File: config.mk
export PLATFORM = sky130hd
export DESIGN_NAME = ram_sweep_ctrl_flat
export DESIGN_NICKNAME = d
export VERILOG_FILES = /design/src/rtl/ram_sweep_pkg.sv /design/src/rtl/ram_sweep_ctrl_if.sv /design/src/rtl/ram_sweep_array.sv /design/src/rtl/ram_sweep_ctrl.sv /design/src/flat_wrapper.sv
export SDC_FILE = /design/constraint.sdc
export NUM_CORES = 1
export LEC_CHECK = 0
export CORE_UTILIZATION = 30
export CTS_BUF_LIST = sky130_fd_sc_hd__clkbuf_4 sky130_fd_sc_hd__clkbuf_8
export DETAILED_ROUTE_END_ITERATION = 8
export PLACE_DENSITY = 0.49
export SLEW_MARGIN = 30
export SYNTH_ARGS = -nofsm -noshare
export SYNTH_HDL_FRONTEND = slang
export SYNTH_SLANG_ARGS = --single-unit
export TNS_END_PERCENT = 50
File: constraint.sdc
create_clock -name clk -period 1.8 [get_ports clk]
set_input_delay 0.18 -clock clk [delete_from_list [all_inputs] [get_ports clk]]
set_output_delay 0.18 -clock clk [all_outputs]
set_load 0.05 [all_outputs]
File: src/rtl/ram_sweep_pkg.sv
// Shared types and helpers for the swept-clear RAM controller.
package ram_sweep_pkg;

    localparam int unsigned DATA_W = 8;
    localparam int unsigned ADDR_W = 4;

    typedef enum logic {
        ST_CLEAR,
        ST_IDLE
    } state_t;

    // Even parity over a zero-extended word; callers cast their data to 64 bits.
    function automatic logic even_parity(input logic [63:0] v);
        return ^v;
    endfunction

endpackage

File: src/rtl/ram_sweep_ctrl_if.sv
// Access bus between the CPU bus controller (master) and the swept RAM (slave).
// parity_err exists only when RAM_PARITY_EN is defined.
interface ram_sweep_ctrl_if #(
    parameter int unsigned DATA_W = ram_sweep_pkg::DATA_W,
    parameter int unsigned ADDR_W = ram_sweep_pkg::ADDR_W
);
    logic              clear;
    logic              req;
    logic              we;
    logic [ADDR_W-1:0] addr;
    logic [DATA_W-1:0] wdata;
    logic              ready;
    logic              busy;
    logic [DATA_W-1:0] rdata;
    logic              rvalid;
`ifdef RAM_PARITY_EN
    logic              parity_err;
`endif

    modport master (
        output clear, req, we, addr, wdata,
`ifdef RAM_PARITY_EN
        input  parity_err,
`endif
        input  ready, busy, rdata, rvalid
    );

    modport slave (
        input  clear, req, we, addr, wdata,
`ifdef RAM_PARITY_EN
        output parity_err,
`endif
        output ready, busy, rdata, rvalid
    );

endinterface

File: src/rtl/ram_sweep_array.sv
// Storage array: one synchronous write port, one registered read port.
// Contents are never reset; only the read register is.
module ram_sweep_array #(
    parameter int unsigned WORD_W = 8,
    parameter int unsigned ADDR_W = 4,
    parameter int unsigned DEPTH  = 16
) (
    input  logic              clk,
    input  logic              reset,
    input  logic              we,
    input  logic [ADDR_W-1:0] waddr,
    input  logic [WORD_W-1:0] wdata,
    input  logic              re,
    input  logic [ADDR_W-1:0] raddr,
    output logic [WORD_W-1:0] rword
);

    logic [WORD_W-1:0] mem [DEPTH];

    always_ff @(posedge clk) begin
        if (we) begin
            mem[waddr] <= wdata;
        end
    end

    // Addresses past DEPTH read back as an all-zero word (data and parity).
    always_ff @(posedge clk) begin
        if (!reset) begin
            rword <= '0;
        end else if (re) begin
            rword <= (32'(raddr) < DEPTH) ? mem[raddr] : '0;
        end
    end

endmodule

File: src/rtl/ram_sweep_ctrl.sv
// Single-port RAM with req/ready access, registered read and a one-word-per-cycle
// clear sweep after reset and on demand. RAM_PARITY_EN adds stored parity and parity_err.
module ram_sweep_ctrl #(
    parameter int unsigned       DATA_W    = ram_sweep_pkg::DATA_W,
    parameter int unsigned       ADDR_W    = ram_sweep_pkg::ADDR_W,
    parameter int unsigned       DEPTH     = 16,
    parameter logic [DATA_W-1:0] CLEAR_VAL = '0
) (
    input  logic             clk,
    input  logic             reset,
    ram_sweep_ctrl_if.slave  bus
);
    import ram_sweep_pkg::*;

`ifdef RAM_PARITY_EN
    localparam int unsigned WORD_W = DATA_W + 1;
    localparam logic [WORD_W-1:0] CLEAR_WORD = {even_parity(64'(CLEAR_VAL)), CLEAR_VAL};
`else
    localparam int unsigned WORD_W = DATA_W;
    localparam logic [WORD_W-1:0] CLEAR_WORD = CLEAR_VAL;
`endif

    localparam logic [ADDR_W-1:0] PTR_LAST = ADDR_W'(DEPTH - 1);

    state_t            state, state_nxt;
    logic [ADDR_W-1:0] ptr, ptr_nxt;
    logic              rvalid_q;
    logic              addr_ok;
    logic              mem_we;
    logic [ADDR_W-1:0] mem_waddr;
    logic [WORD_W-1:0] mem_wdata;
    logic              mem_re;
    logic [WORD_W-1:0] mem_rword;

    assign addr_ok = (32'(bus.addr) < DEPTH);

    always_ff @(posedge clk) begin
        if (!reset) begin
            state    <= ST_CLEAR;
            ptr      <= '0;
            rvalid_q <= 1'b0;
        end else begin
            state    <= state_nxt;
            ptr      <= ptr_nxt;
            rvalid_q <= mem_re;
        end
    end

    // Sweep writes and access writes share the one write port; they never
    // coincide because accesses are only taken in IDLE.
    always_comb begin
        state_nxt = state;
        ptr_nxt   = ptr;
        mem_we    = 1'b0;
        mem_waddr = bus.addr;
`ifdef RAM_PARITY_EN
        mem_wdata = {even_parity(64'(bus.wdata)), bus.wdata};
`else
        mem_wdata = bus.wdata;
`endif
        mem_re    = 1'b0;
        if (reset) begin
            case (state)
                ST_CLEAR: begin
                    mem_we    = 1'b1;
                    mem_waddr = ptr;
                    mem_wdata = CLEAR_WORD;
                    if (ptr == PTR_LAST) begin
                        ptr_nxt   = '0;
                        state_nxt = ST_IDLE;
                    end else begin
                        ptr_nxt = ptr + ADDR_W'(1);
                    end
                end
                ST_IDLE: begin
                    if (bus.req) begin
                        if (bus.we) begin
                            mem_we = addr_ok;
                        end else begin
                            mem_re = 1'b1;
                        end
                    end
                    if (bus.clear) begin
                        state_nxt = ST_CLEAR;
                        ptr_nxt   = '0;
                    end
                end
            endcase
        end
    end

    ram_sweep_array #(
        .WORD_W (WORD_W),
        .ADDR_W (ADDR_W),
        .DEPTH  (DEPTH)
    ) u_array (
        .clk   (clk),
        .reset (reset),
        .we    (mem_we),
        .waddr (mem_waddr),
        .wdata (mem_wdata),
        .re    (mem_re),
        .raddr (bus.addr),
        .rword (mem_rword)
    );

    assign bus.ready  = (state == ST_IDLE);
    assign bus.busy   = (state == ST_CLEAR);
    assign bus.rvalid = rvalid_q;
    assign bus.rdata  = mem_rword[DATA_W-1:0];
`ifdef RAM_PARITY_EN
    assign bus.parity_err = mem_rword[DATA_W] ^ even_parity(64'(mem_rword[DATA_W-1:0]));
`endif

endmodule

File: src/flat_wrapper.sv
// flat-port wrapper written by rule: the top's interface ports become plain ports
module ram_sweep_ctrl_flat import ram_sweep_pkg::*;
#(
    parameter int unsigned       DATA_W    = ram_sweep_pkg::DATA_W,
    parameter int unsigned       ADDR_W    = ram_sweep_pkg::ADDR_W,
    parameter int unsigned       DEPTH     = 16,
    parameter logic [DATA_W-1:0] CLEAR_VAL = '0
)
  (clk, reset, bus_clear, bus_req, bus_we, bus_addr, bus_wdata, bus_ready, bus_busy, bus_rdata, bus_rvalid);
  ram_sweep_ctrl_if #(.DATA_W(DATA_W), .ADDR_W(ADDR_W)) bus_i ();
  input  logic clk;
  input  logic reset;
  input wire logic [$bits(bus_i.clear)-1:0] bus_clear;
  input wire logic [$bits(bus_i.req)-1:0] bus_req;
  input wire logic [$bits(bus_i.we)-1:0] bus_we;
  input wire logic [$bits(bus_i.addr)-1:0] bus_addr;
  input wire logic [$bits(bus_i.wdata)-1:0] bus_wdata;
  output wire logic [$bits(bus_i.ready)-1:0] bus_ready;
  output wire logic [$bits(bus_i.busy)-1:0] bus_busy;
  output wire logic [$bits(bus_i.rdata)-1:0] bus_rdata;
  output wire logic [$bits(bus_i.rvalid)-1:0] bus_rvalid;
  assign bus_i.clear = bus_clear;
  assign bus_i.req = bus_req;
  assign bus_i.we = bus_we;
  assign bus_i.addr = bus_addr;
  assign bus_i.wdata = bus_wdata;
  assign bus_ready = bus_i.ready;
  assign bus_busy = bus_i.busy;
  assign bus_rdata = bus_i.rdata;
  assign bus_rvalid = bus_i.rvalid;
  ram_sweep_ctrl #(.DATA_W(DATA_W), .ADDR_W(ADDR_W), .DEPTH(DEPTH), .CLEAR_VAL(CLEAR_VAL)) u_core (.clk(clk), .reset(reset), .bus(bus_i));
endmodule
After elaboration in Yosys (flattened, before gate mapping)
Memories as Yosys holds them, arrays and structs flattened. A register that Yosys moved wholly into a read port is not among the register bits. Cells that the tools add are included.

Flip-flop bits (word level): 6. Latch bits: 0. RAM bits: 128. ROM bits: 0. Output and inout port bits: 11. Word-level logic and storage cells: 29. Memories: 1.

Memory list: u_core.u_array.mem (words 16, width 8, read ports 1, clocked after Yosys merged registers in 1, wr ports 1, RTL line ram_sweep_array.sv:18) `logic [WORD_W-1:0] mem [DEPTH];`.

Add/sub/neg operators: 1. Multipliers: 0. Divide/modulo/power cells: 0. $lt $le $gt $ge: 0. Eq/ne operators: 2. Shift-type cells: 0. Mux-type cells: 20. Bitwise operators: 1. Reductions and logical operators: 1.

Operator list (number): $mux 4 (4); $mux 8 (2); $mux 1 (11); $pmux 4 s2 (1); $add 4x1->4 const B (1); $eq 4x4->1 const B (1); $pmux 1 s2 (2); $ne 2x2->1 const B (1); $logic_not 1->1 (1); $not 1->1 (1).

Depth between registers and ports, before layout
Word-level depth: 6. Depth in mapped cells: 8.

By module
Synthesis repeated with hierarchy kept, for this count alone.

Cells, all modules: 366. Area total of the unflattened synthesis: 5785.5 um^2.

Modules (own cells, without submodules): ram_sweep_array (instances 1, cells each 318, area an instance 5351.4 um^2); ram_sweep_ctrl (instances 1, cells each 48, area an instance 434.2 um^2).

Worst setup path after synthesis
OpenSTA, ideal clock, no wires.

Path kind: reg2reg. Start: register u_core.state, in the netlist u_core.bus.ready. End: memory u_core.u_array.mem[8][0], enable pin. Arrival time: 1.955 ns. Data required time: 1.430 ns. Path slack: -0.525 ns. Stages on the path, launching flop included: 6. Buffers on the path: 1. Period minus slack after synthesis: 2.325 ns. Cells stage by stage: dfxtp_1 clkbuf_1 and4b_1 o21ai_0 or2_2 nor2_1.

Word-level cells in the longest chain between the ends: 5. Elaborated cells on any way between the ends: 7. Classes of those cells: mux: 6; bitwise: 1.

RTL lines: start: declaration (RTL line ram_sweep_ctrl.sv:25) `state_t state, state_nxt;`; start signal: assignment (RTL line ram_sweep_ctrl.sv:43) `state <= state_nxt;`; $not 1->1 (RTL line ram_sweep_ctrl.sv:63) `case (state)`; $pmux 1 s2 (RTL line ram_sweep_ctrl.sv:63); $mux 1 (RTL line ram_sweep_ctrl.sv:62) `if (reset) begin`; $mux 1 (RTL line ram_sweep_array.sv:21) `if (we) begin`; $mux 1 (implied by the code) (RTL line ram_sweep_array.sv:22) `mem[waddr] <= wdata;`; end: declaration (RTL line ram_sweep_array.sv:18).

Several ways; a longest one is shown, not always the timed one.

Worst setup path after layout
Start: register u_core.rvalid_q, in the netlist u_core.bus.rvalid. End: output port bus_rvalid.

RTL lines: start: declaration (RTL line ram_sweep_ctrl.sv:27) `logic rvalid_q;`; start signal: assignment (RTL line ram_sweep_ctrl.sv:45) `rvalid_q <= mem_re;`; end: declaration (RTL line flat_wrapper.sv:21) `output wire logic [$bits(bus_i.rvalid)-1:0] bus_rvalid;`.

No word-level cell between the ends.

==> results.md <==
* Max_cap viols at 0
* Total placed cells including tap cells at 618
* Synth Warn # at 0
* Via density at 4.79
* Avg Inst Size Synth at 18.0 um2
* CP Depth at 1
* Register bit count reported by yosys at 142
* Core area at 0.0187 mm2
* Final Hold Violating Endpoints at 0
* Area share of fa/ha/maj cells after synthesis at 0.219%
* Mapped Nets at 336
* Pins Over Slew Limit at 0
* Vias in the first global route at 3,385
* Post-route ant nets at 0
* FFs w/ async S/R, synth at 0%
* Layout fillers at 1,702
* Ys flop type: edfxtp_1
* Largest family of logic cells by synthesized area: multiplexers
* RSZ-0062 raised after global routing: no
* Root buffer cell: clkbuf_8
* Share of cells above drive strength 1 at 33.4%
* Die Ht at 140 um
* Clock Skew at 0.00786 ns
* Outcome: complete, no violations
* Worst Path Arrival at 1.54 ns
* Area leader, netlist: edfxtp_1
* Share of the synthesized area in the top cell type at 67.3%
* DRT iter0 DRCs at 316
* Vias at 3,128
* Layout Utilization at 39.3%
* Antenna violations before repair at 0
* Synthesized area at 0.00572 mm2
* Buf/Inv on CP at 1
* Final worst path period share at 95.7%
* PwrDens at 924 mW/mm2
* Pleak at 2.55 nW
* Slowest cell on the critical path: clkdlybuf4s50_1
* Critical path class: register to primary output
* H-tree Lvls at 4
* PortBufs at 27
* Setup-failing EPs final at 0
* First-pass GRT wire length at 19.6 mm
* Largest net degree at the start of global routing at 17
* Placed cell area at 0.00685 mm2
* Min Tclk post-route at 1.72 ns
* HP Class: input port to register
* Routability congestion estimate at 0.802
* Worst Max-Slew Pin Slew at 0.525 ns
* EDFF count, synth at 128
* CTS clock-pin slew for the worst setup and hold paths at 0.07 ns
* Post-Syn Instances at 318
* CP Capture Type: primary output
* Clk sink count at 142
* CP required at 1.62 ns
* Final instance area at 0.00736 mm2
* Io pins at 28
* Post-Route Setup TNS at 0 ns
* Delay-heaviest family, CP: buffers and inverters
* GRT Total Usage at 14.1%
* Final WL at 12.8 mm
* DIE WIDTH at 140 um
* TritonCTS buffer count at 17
* Die area at 0.0196 mm2
* Layout area overhead at 28.7%
* Final nets at 424
* CP Launch Type: register
* Worst path cell trace: clkdlybuf4s50_1
* Post-synthesis xor/xnor area fraction at 0%
* Multiplexer share of the synthesized area at 14.9%
* Hold path depth at 3
* Clock tree buffer depth at 2
* Row cnt at 50
* # diodes at 0
* Count leader, synth: edfxtp_1
* VDD IR-drop max at 0.414 mV
* Starting Density at 30.6%
* DRC violations left at 0
* Worst relative slew slack at 64.9%
* Number of standard cells in the final layout excluding fillers at 653
* First-pass iteration count of the detailed router at 4
* Synth cell count leaders: 128 x edfxtp_1, 29 x nor2_1, 14 x dfxtp_1
* Crit Path Max Fanout at 1
* GR Overflow Total at 0
* CTS tree: yes
* Fmax at 581 MHz
* Yosys cell types at 37
* Largest cells by area after synthesis: edfxtp_1 67%, mux4_1 5.5%, dfxtp_1 4.9%
* Worst r2r path cells at 6
* Routed len/inst at 19.6 um
* Synth Area in Compound Gates at 4.53%
* Sequential area share after synthesis at 72.2%
* Dpl hpwl at 8.78 mm
* CP peak stage delay at 0.80 ns
* Clk Latency, worst-skew pair at 0.44 ns
* Synth Area in Simple Gates at 6.04%
## area by class of cell
class                           count  area [um2]  share of cell area (%)
Sequential cell                   142        4130                    56.1
Timing Repair Buffer               84         920                    12.5
Clock buffer                       21         277                    3.76
Tap cell                          234         293                    3.98
Clock inverter                     11         140                    1.91
Multi-Input combinational cell    156        1580                    21.5
Inverter                            5        18.8                   0.255
## registers in the layout (all words and copies together) (netlist names)
register              cells
u_core.bus.ready          1
u_core.bus.rvalid         1
u_core.ptr                4
u_core.u_array.mem      128
u_core.u_array.rword      8
## metal layers
| metal | GRT usage, % | routed length (um) |
|---|---|---|
| met4 | 4.68 | 49 |
| met1 | 18.7 | 6030 |
| met2 | 22.4 | 6170 |
| met3 | 3.73 | 517 |
| met5 | 0 | 0 |
## timing repair
action | 4_1_cts | 5_1_grt
hold buffers | 0 | 0
pin swaps | 4 | 1
setup endpoints to repair | 135 | 84
gates resized for setup | 11 | 9
setup buffers | 3 | 0
## power breakdown
part           leakage (nW)  internal, mW  total, mW  switching [mW]
Clock                 0.217          1.47       2.64            1.18
Sequential             1.29          3.64       3.66          0.0193
Combinational          1.05         0.244      0.495           0.251
Total                  2.55          5.35       6.79            1.45
## cell families after synthesis
kind of cell    count (synthesis)
compound gates                 37
mux                            49
flops                         142
fa+ha+maj                       1
simple gates                   69
buf+inv                        20
## cells in the final DEF, fill, tap and decap left out, drive strengths merged, types with 7 or more instances in the layout
master / synthesis / final
edfxtp: 128 / 128
buf: 9 / 60
nor2: 29 / 29
mux4: 24 / 24
clkbuf: 6 / 21
clkdlybuf4s50: 0 / 16
dfxtp: 14 / 14
mux2i: 13 / 13
mux2: 12 / 12
and2: 8 / 8
nand2b: 8 / 8
o21ai: 7 / 7
dlygate4sd2: 0 / 7
## worst paths after layout
path                                             start                              endpoint  slack [ns]
setup / recovery          u_core.bus.rvalid$_SDFF_PN0_                            bus_rvalid        0.08
hold / removal                               bus_clear            u_core.ptr[3]$_SDFFE_PN0P_        0.46
setup reg to reg           u_core.bus.ready$_SDFF_PN0_    u_core.u_array.mem[0][4]$_DFFE_PP_        0.11
hold reg to reg   u_core.u_array.rword[1]$_SDFFE_PN0P_  u_core.u_array.rword[1]$_SDFFE_PN0P_        0.48
## metrics by stage
step / total power, mW / hold slack (ns) / worst slack (ns)
floorplan: 3.98 / 0.390 / -0.0187
finish: 6.79 / 0.457 / 0.0779
global route: 7.02 / 0.482 / 0.0156
CTS: 6.85 / 0.435 / 0.00131
detailed placement: 4.22 / 0.476 / -0.385
global placement: 4.21 / 0.467 / -0.372
(Power assumes the default switching activity.)
